File: src/rtl/cla_pkg.sv
// Shared definitions for the nibble-serial carry-lookahead adder datapath.
package cla_pkg;

    localparam int NIB_W = 4;

    typedef enum logic [1:0] {
        ST_IDLE = 2'd0,
        ST_RUN  = 2'd1,
        ST_DONE = 2'd2
    } state_e;

    // A single-nibble build still needs a 1-bit index register.
    function automatic int idx_width(input int nibbles);
        return (nibbles > 1) ? $clog2(nibbles) : 1;
    endfunction

endpackage

File: src/rtl/bit4_cla.sv
// 4-bit carry-lookahead adder slice; all carries are computed in parallel from generate/propagate terms.
module bit4_cla
    import cla_pkg::*;
(
    input  logic [NIB_W-1:0] ain,
    input  logic [NIB_W-1:0] bin,
    input  logic             cin,
    output logic [NIB_W-1:0] sum,
    output logic             cout
);

    logic [NIB_W-1:0] g;
    logic [NIB_W-1:0] p;
    logic [NIB_W-1:0] c;

    assign g = ain & bin;
    assign p = ain ^ bin;

    assign c[0] = cin;
    assign c[1] = g[0] | (p[0] & cin);
    assign c[2] = g[1] | (p[1] & g[0]) | (p[1] & p[0] & cin);
    assign c[3] = g[2] | (p[2] & g[1]) | (p[2] & p[1] & g[0]) | (p[2] & p[1] & p[0] & cin);
    assign cout = g[3] | (p[3] & g[2]) | (p[3] & p[2] & g[1]) | (p[3] & p[2] & p[1] & g[0])
                | (p[3] & p[2] & p[1] & p[0] & cin);

    assign sum = p ^ c;

endmodule

File: src/rtl/cla_nibble_seq.sv
// Multi-cycle W-bit adder/subtractor that time-shares one bit4_cla, one nibble per clock, LSB first.
module cla_nibble_seq
    import cla_pkg::*;
#(
    parameter int NIBBLES = 4
) (
    input  logic                     clk,
    input  logic                     rst_n,
    input  logic                     start,
    input  logic                     sub,
    input  logic [NIB_W*NIBBLES-1:0] a,
    input  logic [NIB_W*NIBBLES-1:0] b,
    input  logic                     cin,
    output logic                     busy,
    output logic                     done,
    output logic [NIB_W*NIBBLES-1:0] sum,
    output logic                     cout,
    output logic                     ovf
);

    localparam int W  = NIB_W * NIBBLES;
    localparam int IW = idx_width(NIBBLES);
    localparam logic [IW-1:0] IDX_LAST = IW'(NIBBLES - 1);

    state_e          state_q, state_d;
    logic [IW-1:0]   idx_q, idx_d;
    logic            carry_q, carry_d;
    logic [W-1:0]    a_q, b_q;
    logic [W-1:0]    part_q, part_d;
    logic [W-1:0]    sum_q;
    logic            cout_q, ovf_q;
    logic            accept, finish;
    logic [W-1:0]    a_sh, b_sh;
    logic [NIB_W-1:0] cla_sum;
    logic            cla_cout;

    // Nibble select: shift by idx*4 so the active slice sits in the low bits.
    assign a_sh = a_q >> {idx_q, 2'b00};
    assign b_sh = b_q >> {idx_q, 2'b00};

    bit4_cla u_cla (
        .ain  (a_sh[NIB_W-1:0]),
        .bin  (b_sh[NIB_W-1:0]),
        .cin  (carry_q),
        .sum  (cla_sum),
        .cout (cla_cout)
    );

    always_comb begin
        part_d = part_q;
        for (int i = 0; i < NIBBLES; i++) begin
            if (idx_q == IW'(i)) part_d[i*NIB_W +: NIB_W] = cla_sum;
        end
    end

    always_comb begin
        state_d = state_q;
        idx_d   = idx_q;
        carry_d = carry_q;
        accept  = 1'b0;
        finish  = 1'b0;
        case (state_q)
            ST_IDLE, ST_DONE: begin
                state_d = ST_IDLE;
                if (start) begin
                    accept  = 1'b1;
                    state_d = ST_RUN;
                    idx_d   = '0;
                    carry_d = sub ? 1'b1 : cin;
                end
            end
            ST_RUN: begin
                carry_d = cla_cout;
                if (idx_q == IDX_LAST) begin
                    finish  = 1'b1;
                    state_d = ST_DONE;
                    idx_d   = '0;
                end else if (idx_q < IDX_LAST) begin
                    idx_d = idx_q + 1'b1;
                end else begin
                    state_d = ST_IDLE;
                    idx_d   = '0;
                end
            end
            default: begin
                state_d = ST_IDLE;
                idx_d   = '0;
                carry_d = 1'b0;
            end
        endcase
    end

    // Operand and partial-sum storage carries no reset; it is always rewritten before use.
    always_ff @(posedge clk) begin
        if (accept) begin
            a_q <= a;
            b_q <= sub ? ~b : b;
        end
        if (state_q == ST_RUN) part_q <= part_d;
    end

    always_ff @(posedge clk or negedge rst_n) begin
        if (!rst_n) begin
            state_q <= ST_IDLE;
            idx_q   <= '0;
            carry_q <= 1'b0;
            sum_q   <= '0;
            cout_q  <= 1'b0;
            ovf_q   <= 1'b0;
        end else begin
            state_q <= state_d;
            idx_q   <= idx_d;
            carry_q <= carry_d;
            if (finish) begin
                sum_q  <= part_d;
                cout_q <= cla_cout;
                ovf_q  <= (a_q[W-1] == b_q[W-1]) && (part_d[W-1] != a_q[W-1]);
            end
        end
    end

    assign busy = (state_q == ST_RUN);
    assign done = (state_q == ST_DONE);
    assign sum  = sum_q;
    assign cout = cout_q;
    assign ovf  = ovf_q;

endmodule
File: config.mk
export PLATFORM = sky130hd
export DESIGN_NAME = cla_nibble_seq
export DESIGN_NICKNAME = d
export VERILOG_FILES = /design/src/rtl/cla_pkg.sv /design/src/rtl/bit4_cla.sv /design/src/rtl/cla_nibble_seq.sv
export SDC_FILE = /design/constraint.sdc
export NUM_CORES = 1
export LEC_CHECK = 0
export BUFFER_PORTS_ARGS = -buffer_cell sky130_fd_sc_hd__buf_2
export CELL_PAD_IN_SITES_DETAIL_PLACEMENT = 1
export CELL_PAD_IN_SITES_GLOBAL_PLACEMENT = 1
export CORE_UTILIZATION = 40
export CTS_CLUSTER_DIAMETER = 60
export DETAILED_ROUTE_END_ITERATION = 12
export MAX_ROUTING_LAYER = met4
export PLACE_DENSITY_LB_ADDON = 0.05
export RECOVER_POWER = 25
export SLEW_MARGIN = 40
export SYNTH_ARGS = -nofsm -noshare
export SYNTH_HDL_FRONTEND = slang
export SYNTH_SLANG_ARGS = --single-unit
File: constraint.sdc
create_clock -name clk -period 2.2 [get_ports clk]
set_input_delay 0.11 -clock clk [delete_from_list [all_inputs] [get_ports clk]]
set_output_delay 0.11 -clock clk [all_outputs]
set_load 0.05 [all_outputs]
Word level (Yosys, flattened, before mapping)
Cells that the tools add are included.
- $add $sub $neg: 1
- multiply operators: 0
- divide/modulo/power cells: 0
- $lt $le $gt $ge: 1
- equality and inequality tests: 9
- shift-type cells: 2
- muxes and demuxes: 20
- bitwise gates (word level): 30
- reduce and logical (&&, ||, !) cells: 4
- operator list (kind ; count):
    $shr 16x4->4 ; 2
    $and 1x1->1 ; 16
    $mux 16 ; 1
    $mux 4 ; 4
    $not 16->16 ; 1
    $mux 2 ; 5
    $or 1x1->1 ; 10
    $pmux 2 s2 ; 2
    $xor 4x4->4 ; 2
    $mux 1 ; 7
    $eq 2x2->1 const B ; 3
    $and 4x4->4 ; 1
    $eq 2x1->1 const B ; 2
    $logic_not 2->1 ; 2
    $ne 3x3->1 const B ; 1
    $add 2x1->2 const B ; 1
    $lt 2x2->1 const B ; 1
    $ne 2x2->1 const B ; 1
    $pmux 1 s2 ; 1
    $reduce_or 2->1 ; 1
    $eq 1x1->1 ; 1
    $logic_and 1x1->1 ; 1
    $ne 1x1->1 ; 1
- bits in registers: 71
- bits in latches: 0
- memory bits (writable): 0
- bits in read-only memories: 0
- input port bits: 37
- output and inout bits: 20
- logic and storage cells: 76
- memories kept: 0

Depth between registers and ports, before layout
Gate-level depths: netlist of run 1.
- depth after elaboration: 10
- depth in mapped cells: 8
- gate-level depth less buffers: 7

Cells and area by module
A second synthesis of run 1 with hierarchy kept.
- cells, all modules: 169
- area total of the unflattened synthesis: 2976.6 sq um
- modules (own cells, without submodules) (module ; times used ; cells an instance ; area an instance (sq um) ; sequential area each (sq um)):
    cla_nibble_seq ; 1 ; 152 ; 2829.0 ; 1896.8
    bit4_cla ; 1 ; 17 ; 147.6 ; 0.0

Worst setup path after synthesis of run 1
No wires, ideal clock.
- path kind: reg2reg
- start: register idx_q[0]
- end: register part_q[11], data pin
- setup time: 254 ps
- arrival: 2193 ps
- required time: 1946 ps
- path slack: -247 ps
- cell stages (with the launch flop): 8
- path buffers: 1
- period minus slack after synthesis: 2447 ps
- cell sequence: dfrtp_1 > buf_2 > mux4_2 > ha_1 > a41oi_2 > o21ai_4 > xor2_2 > a21o_1
- longest elaborated chain between the ends: 8
- elaborated cells on any way between the ends: 15
- classes of those cells: 1 x eq/ne; 2 x shift; 1 x mux; 11 x bitwise
- ends and longest elaborated chain (element ; RTL line ; RTL):
    start, declared ; cla_nibble_seq.sv:26 ; logic [IW-1:0] idx_q, idx_d;
    start signal, assigned ; cla_nibble_seq.sv:112 ; idx_q <= idx_d;
    $shr 16x4->4, on equally long branches ; cla_nibble_seq.sv:38, cla_nibble_seq.sv:39 ;
    $xor 4x4->4 or $and 4x4->4 (tied branches) ; bit4_cla.sv:17, bit4_cla.sv:16 ;
    $and 1x1->1 ; bit4_cla.sv:22 ; assign c[3] = g[2] | (p[2] & g[1]) | (p[2] & p[1] & g[0]) | (p[2] & p[1] & p[0] & cin);
    $or 1x1->1 or $and 1x1->1 (tied branches) (2 in a row) ; bit4_cla.sv:22 ;
    $or 1x1->1 ; bit4_cla.sv:22 ;
    $xor 4x4->4 ; bit4_cla.sv:26 ; assign sum = p ^ c;
    $mux 4 (*) ; cla_nibble_seq.sv:52 ; if (idx_q == IW'(i)) part_d[i*NIB_W +: NIB_W] = cla_sum;
    via part_d[11] ; cla_nibble_seq.sv:29 ; logic [W-1:0] part_q, part_d;
    end signal, assigned ; cla_nibble_seq.sv:99 ; if (state_q == ST_RUN) part_q <= part_d;
    end, declared ; cla_nibble_seq.sv:29 ;
The timed path passes the listed nets; every way through them passes the cells marked *.
A chain may end at the register's enable or synchronous reset.

Worst setup path in the final report of run 1
Same ends and word-level chain as after synthesis.

==> results of run 1 <==
## layer usage
metal / vias to the layer above / wire length (um) / track usage
li1: 952 / - / -
met1: 919 / 2760 / 0.205
met2: 42 / 3050 / 0.289
met3: 10 / 191 / 0.0313
met4: 0 / 123 / 0.0779
met5: - / 0 / -
## synthesized netlist by cell type (2+ instances only)
cell type | instances | area [sq um]
a21o_1 | 7 | 52.6
a21oi_2 | 2 | 17.5
and2b_1 | 2 | 15.0
buf_2 | 6 | 30.0
buf_4 | 2 | 15.0
clkbuf_1 | 2 | 7.51
dfrtp_1 | 23 | 576
edfxtp_1 | 44 | 1320
ha_1 | 8 | 100
inv_1 | 8 | 30.0
inv_2 | 2 | 7.51
mux2_2 | 3 | 33.8
mux2i_1 | 9 | 90.1
mux4_2 | 8 | 180
nand2_1 | 20 | 75.1
nor2_1 | 11 | 41.3
nor2b_1 | 6 | 37.5
o21ai_0 | 5 | 25.0
o21ai_1 | 4 | 20.0
o32ai_1 | 2 | 17.5
xnor2_1 | 4 | 35.0
xor2_1 | 16 | 140
## flip-flops by register name, indices dropped and copies added (netlist names)
name,cells
a_q,16
b_q,16
carry_q,1
cout,1
idx_q,2
ovf,1
part_q,12
state_q,2
sum,16
## power by group through the flow
stage | combinational [mW] | clock [mW] | sequential [mW]
after CTS | 3.77 | 1.00 | 2.12
after global routing | 4.43 | 1.04 | 2.17
after detailed placement | 3.55 | 0 | 2.14
after global placement | 3.50 | 0 | 2.13
after floorplan | 2.05 | 0 | 2.61
final | 4.12 | 0.977 | 2.11
## worst register-to-register path, cell delays in order (launching register included)
cell and delay [ns]:
dfrtp_1 0.39, buf_12 0.14, mux4_2 0.55, ha_4 0.28, a41oi_4 0.22, o21ai_4 0.11, xor2_2 0.17, a21o_1 0.18
## layout make-up
cell class / count / area [sq um]
Clock buffer: 10 / 128
Timing Repair Buffer: 89 / 588
Inverter: 11 / 46.3
Clock inverter: 6 / 56.3
Multi-Input combinational cell: 128 / 1220
Fill cell: 765 / 3310
Tap cell: 99 / 124
Sequential cell: 67 / 1900
## cell families after synthesis
family / Yosys count / share of synthesized area
AOI/OAI and AO/OA: 29 / 0.0706
xor gates and xnor gates: 21 / 0.0620
adders and majority gates: 9 / 0.0389
buffers and inverters: 22 / 0.0369
DFF: 67 / 0.615
muxes: 20 / 0.0985
and+or+nand+nor: 49 / 0.0783
## worst paths after layout
| path | cells after the start | from | to |
|---|---|---|---|
| setup / recovery | 7 | idx_q[0] | part_q[11] |
| hold / removal | 2 | start | idx_q[0] |
| setup reg to reg | 7 | idx_q[0] | part_q[11] |
| hold reg to reg | 2 | sum[14] | sum[14] |
| max in group asynchronous | 2 | rst_n | idx_q[1] |
| min in group asynchronous | 2 | rst_n | state_q[1] |
## through the flow
| step | TNS (ns) | util | setup slack, ns | hold slack [ns] |
|---|---|---|---|---|
| 2_1_floorplan | -0.181 | - | -0.0493 | -0.186 |
| 3_3_place_gp | -0.510 | 0.486 | -0.0702 | 0.127 |
| 3_5_place_dp | -1.07 | 0.486 | -0.117 | 0.140 |
| 4_1_cts | -1.07 | 0.541 | -0.0986 | 0.0162 |
| 5_1_grt | -2.14 | 0.551 | -0.168 | 0.0313 |
| 6_report | -0.553 | 0.551 | -0.0800 | 0.0255 |
## what timing repair did
action	CTS	global route
hold buffers	17	0
resized for setup	4	16
hold endpoints to repair	39	0
setup buffers	2	0
pin swaps	12	14
endpoints found under the setup margin	21	26
==> metrics.txt, run 1 <==
status=finished, violations left; violated checks=negative setup slack; ant diodes=0; critical path arrival=2.37 ns; Main synth FF type=edfxtp_1; Clk pwr share=0.136; pin count of the biggest net entering global routing=34; average cell area after synthesis=14.2 sq um; FP Rows=31; Wirelength per Cell=14.9 um; fin cells=410; Die ar.=8070 sq um; # setup viols final=11; VDD IR max=0.622 mV; hpwl dp=4260 um; vias in the first global route=2099; min cycle time layout=2.28 ns; switching power total=2.98 mW; placed cell count=376; crit-path leading delay family=multiplexers; drt pass-1 iters=3; most frequent cells in the layout=buf_2 (54), edfxtp_1 (44), dfrtp_1 (23), nand2_1 (19), dlygate4sd3_1 (17); die height=89.8 um; Max Root-Sink Buffers=2; Worst Setup Start Kind=register; Total Power=7.21 mW; logic gate share of total power=0.571; Final Skew=0.0102 ns; overflow left after global routing=0; area growth from synthesis to final layout=31.6%; final instance area=4060 sq um; share of cells above drive strength 1=0.392; Worst path slowest cell=mux4_2; cells along the critical path=buf_12, mux4_2, ha_4, a41oi_4, o21ai_4, xor2_2, a21o_1; Initial DRC Count=36; Hold Crit Class=input port to register; Worst-Skew Late Latency=0.34 ns; IO buf count=56; Hold Vio Cnt, Final=0; leakage=1.71 nW; # H-tree levels=3; root buf cell=clkbuf_8; Setup CP Type=register to register; worst endpoint required time=2.29 ns; switching power share of the total=0.413; Pint=4.23 mW; initial antenna violation count=0; Worst path max stage delay=0.55 ns; CTS clk-pin slew, worst paths=0.06 ns; Post-Route WL=6120 um; library cells used by synthesis=45; CTS Buf Count=9; Buf/Inv on CP=1; maxcap violations=0; Rel. slew slack=0.0672; syn nets=263; core area=7370 sq um; r2r setup slk=-0.08 ns; cells after synthesis=217; TritonCTS clock tree=built; fin crit share=1.04; Vias=1923; fin worst setup slack=-0.0800 ns; Initial Util=0.419; Setup crit end kind=register; pwr dens=1770 nW/um^2; final layout net count=352; ys async rst share=0.343; Total GRT Usage=0.173; DP Area=3580 sq um; sequential fraction of the synthesis area=0.615; sequential share of power=0.293; first-pass GRT wire length=10300 um; # IOs=57; synthesis-stage register bit count=67; RSZ-0062 raised after global routing=true; Slew @ Worst Pin=1.40 ns; Max Transition Viols Final=0; vias per cell=4.69; GPL Wtd Cong=0.707; Routed Antenna Nets=0; worst-path maximum fanout=6; Syn Std Cell Area=3090 sq um; DRC=0; Post-synth EDFFs=44; Max Fclk=439 MHz; clk sink count=67; Yosys Warn Count=0; Die W=89.8 um; commonest non-fill, non-tap cell in the layout=buf_2
(Power assumes the default switching activity.)
==> run 2: changes to the inputs <==
--- a/config.mk
+++ b/config.mk
@@ -14,6 +14,7 @@
 export MAX_ROUTING_LAYER = met4
 export PLACE_DENSITY_LB_ADDON = 0.05
 export RECOVER_POWER = 25
+export SKIP_LAST_GASP = 1
 export SLEW_MARGIN = 40
 export SYNTH_ARGS = -nofsm -noshare
 export SYNTH_HDL_FRONTEND = slang
==> metrics.txt, run 2 (synthesis gave the netlist of run 1 again) <==
status=finished, violations left; violated checks=negative setup slack; Initial DRC Count=43 (+19%); worst endpoint required time=2.29 ns (about the same); Rel. slew slack=0.0670 (-0.000258); worst-path maximum fanout=6 (unchanged); # setup viols final=11 (unchanged); fin cells=410 (unchanged); area growth from synthesis to final layout=31.6% (unchanged); IO buf count=56 (unchanged); fin worst setup slack=-0.0800 ns (unchanged); vias in the first global route=2099 (unchanged); Routed Antenna Nets=0 (unchanged); Max Fclk=439 MHz (unchanged); GPL Wtd Cong=0.707 (unchanged); critical path arrival=2.37 ns (about the same); Worst-Skew Late Latency=0.34 ns (about the same); Die W=89.8 um (unchanged); Max Transition Viols Final=0 (unchanged); Hold Crit Class=input port to register; leakage=1.71 nW (about the same); Die ar.=8070 sq um (unchanged); Max Root-Sink Buffers=2 (unchanged); RSZ-0062 raised after global routing=true; final instance area=4060 sq um (unchanged); Post-Route WL=6120 um (unchanged); core area=7370 sq um (unchanged); min cycle time layout=2.28 ns (unchanged); drt pass-1 iters=3 (unchanged); Hold Vio Cnt, Final=0 (unchanged); clk sink count=67 (unchanged); placed cell count=376 (unchanged); ant diodes=0 (unchanged); hpwl dp=4260 um (unchanged); first-pass GRT wire length=10300 um (unchanged); # IOs=57 (unchanged); die height=89.8 um (unchanged); maxcap violations=0 (unchanged); worst hold margin=0.0255 ns (unchanged); # H-tree levels=3 (unchanged); share of cells above drive strength 1=0.392 (unchanged); worst slack, placed=-0.117 ns (unchanged); DRC=0 (unchanged); CTS clk-pin slew, worst paths=0.06 ns (about the same); root buf cell=clkbuf_8; Worst Setup Start Kind=register; Slew @ Worst Pin=1.40 ns (+0.000387 ns); final layout net count=352 (unchanged); multi-input logic area=1220 sq um (unchanged); Layout fillers=765 (unchanged); Initial Util=0.419 (unchanged); fin crit share=1.04 (unchanged); initial antenna violation count=0 (unchanged); TritonCTS clock tree=built; commonest non-fill, non-tap cell in the layout=buf_2; overflow left after global routing=0 (unchanged); Final Skew=0.0102 ns (unchanged); Total GRT Usage=0.173 (unchanged); register area=1900 sq um (unchanged); pwr dens=1770 nW/um^2 (about the same); Total Power=7.21 mW (about the same); Vias=1923 (unchanged); CTS Buf Count=9 (unchanged); vias per cell=4.69 (unchanged); Setup CP Type=register to register; pin count of the biggest net entering global routing=34 (unchanged); FP Rows=31 (unchanged); Setup crit end kind=register; DP Area=3580 sq um (unchanged); VDD IR max=0.622 mV (about the same); Wirelength per Cell=14.9 um (unchanged); most frequent cells in the layout=buf_2 (54), edfxtp_1 (44), dfrtp_1 (23), nand2_1 (19), dlygate4sd3_1 (17)
[run 2: cell counts in the layout (fill, tap and decap cells not counted)]
Identical to the previous run, type by type.
[run 2: final timing paths]
check / start / to / slack (ns) / cells after the start
max: idx_q[0] / part_q[11] / -0.08 / 7
min: start / idx_q[0] / 0.03 / 2
max reg2reg: idx_q[0] / part_q[11] / -0.08 / 7
min reg2reg: sum[12] / sum[12] / 0.47 / 2
max in group asynchronous: rst_n / idx_q[1] / 0.75 / 2
min in group asynchronous: rst_n / state_q[1] / 0.61 / 2
[run 2: critical path, stage by stage, from the launching register on]
cell and delay [ns]:
dfrtp_1 0.39, buf_12 0.14, mux4_2 0.55, ha_4 0.28, a41oi_4 0.22, o21ai_4 0.11
xor2_2 0.17, a21o_1 0.18
[run 2: routing by layer]
metal  GRT usage  routed length, um  up-vias
met3      0.0313                191       10
li1            -                  -      952
met5           -                  0        -
met1       0.205               2760      919
met2       0.289               3050       42
met4      0.0779                123        0
[run 2: report_power, final]
group | internal, mW | switching (mW) | total (mW) | leakage, nW
logic | 1.81 | 2.31 | 4.12 | 0.918
clock network | 0.514 | 0.463 | 0.977 | 0.0935
registers | 1.91 | 0.202 | 2.11 | 0.698
[run 2: area by class of cell]
type / instances / area share
timing repair buffer: 89 / 0.145
inverter: 11 / 0.0114
sequential: 67 / 0.467
multi-input combinational: 128 / 0.301
tap: 99 / 0.0305
clock inverter: 6 / 0.0139
clock buffer: 10 / 0.0314
[run 2: stage by stage]
step / util / setup TNS (ns)
finish: 0.551 / -0.576
CTS: 0.541 / -1.07
global placement: 0.486 / -0.510
detailed placement: 0.486 / -1.07
floorplan: - / -0.181
global route: 0.551 / -2.17
[run 2: timing repair]
item / CTS / global route
endpoints found under the hold margin: 39 / 0
pin swaps: 12 / 13
gates resized for setup: 4 / 16
setup endpoints to repair: 21 / 26
buffers inserted: 2 / 0
hold buffers: 17 / 0
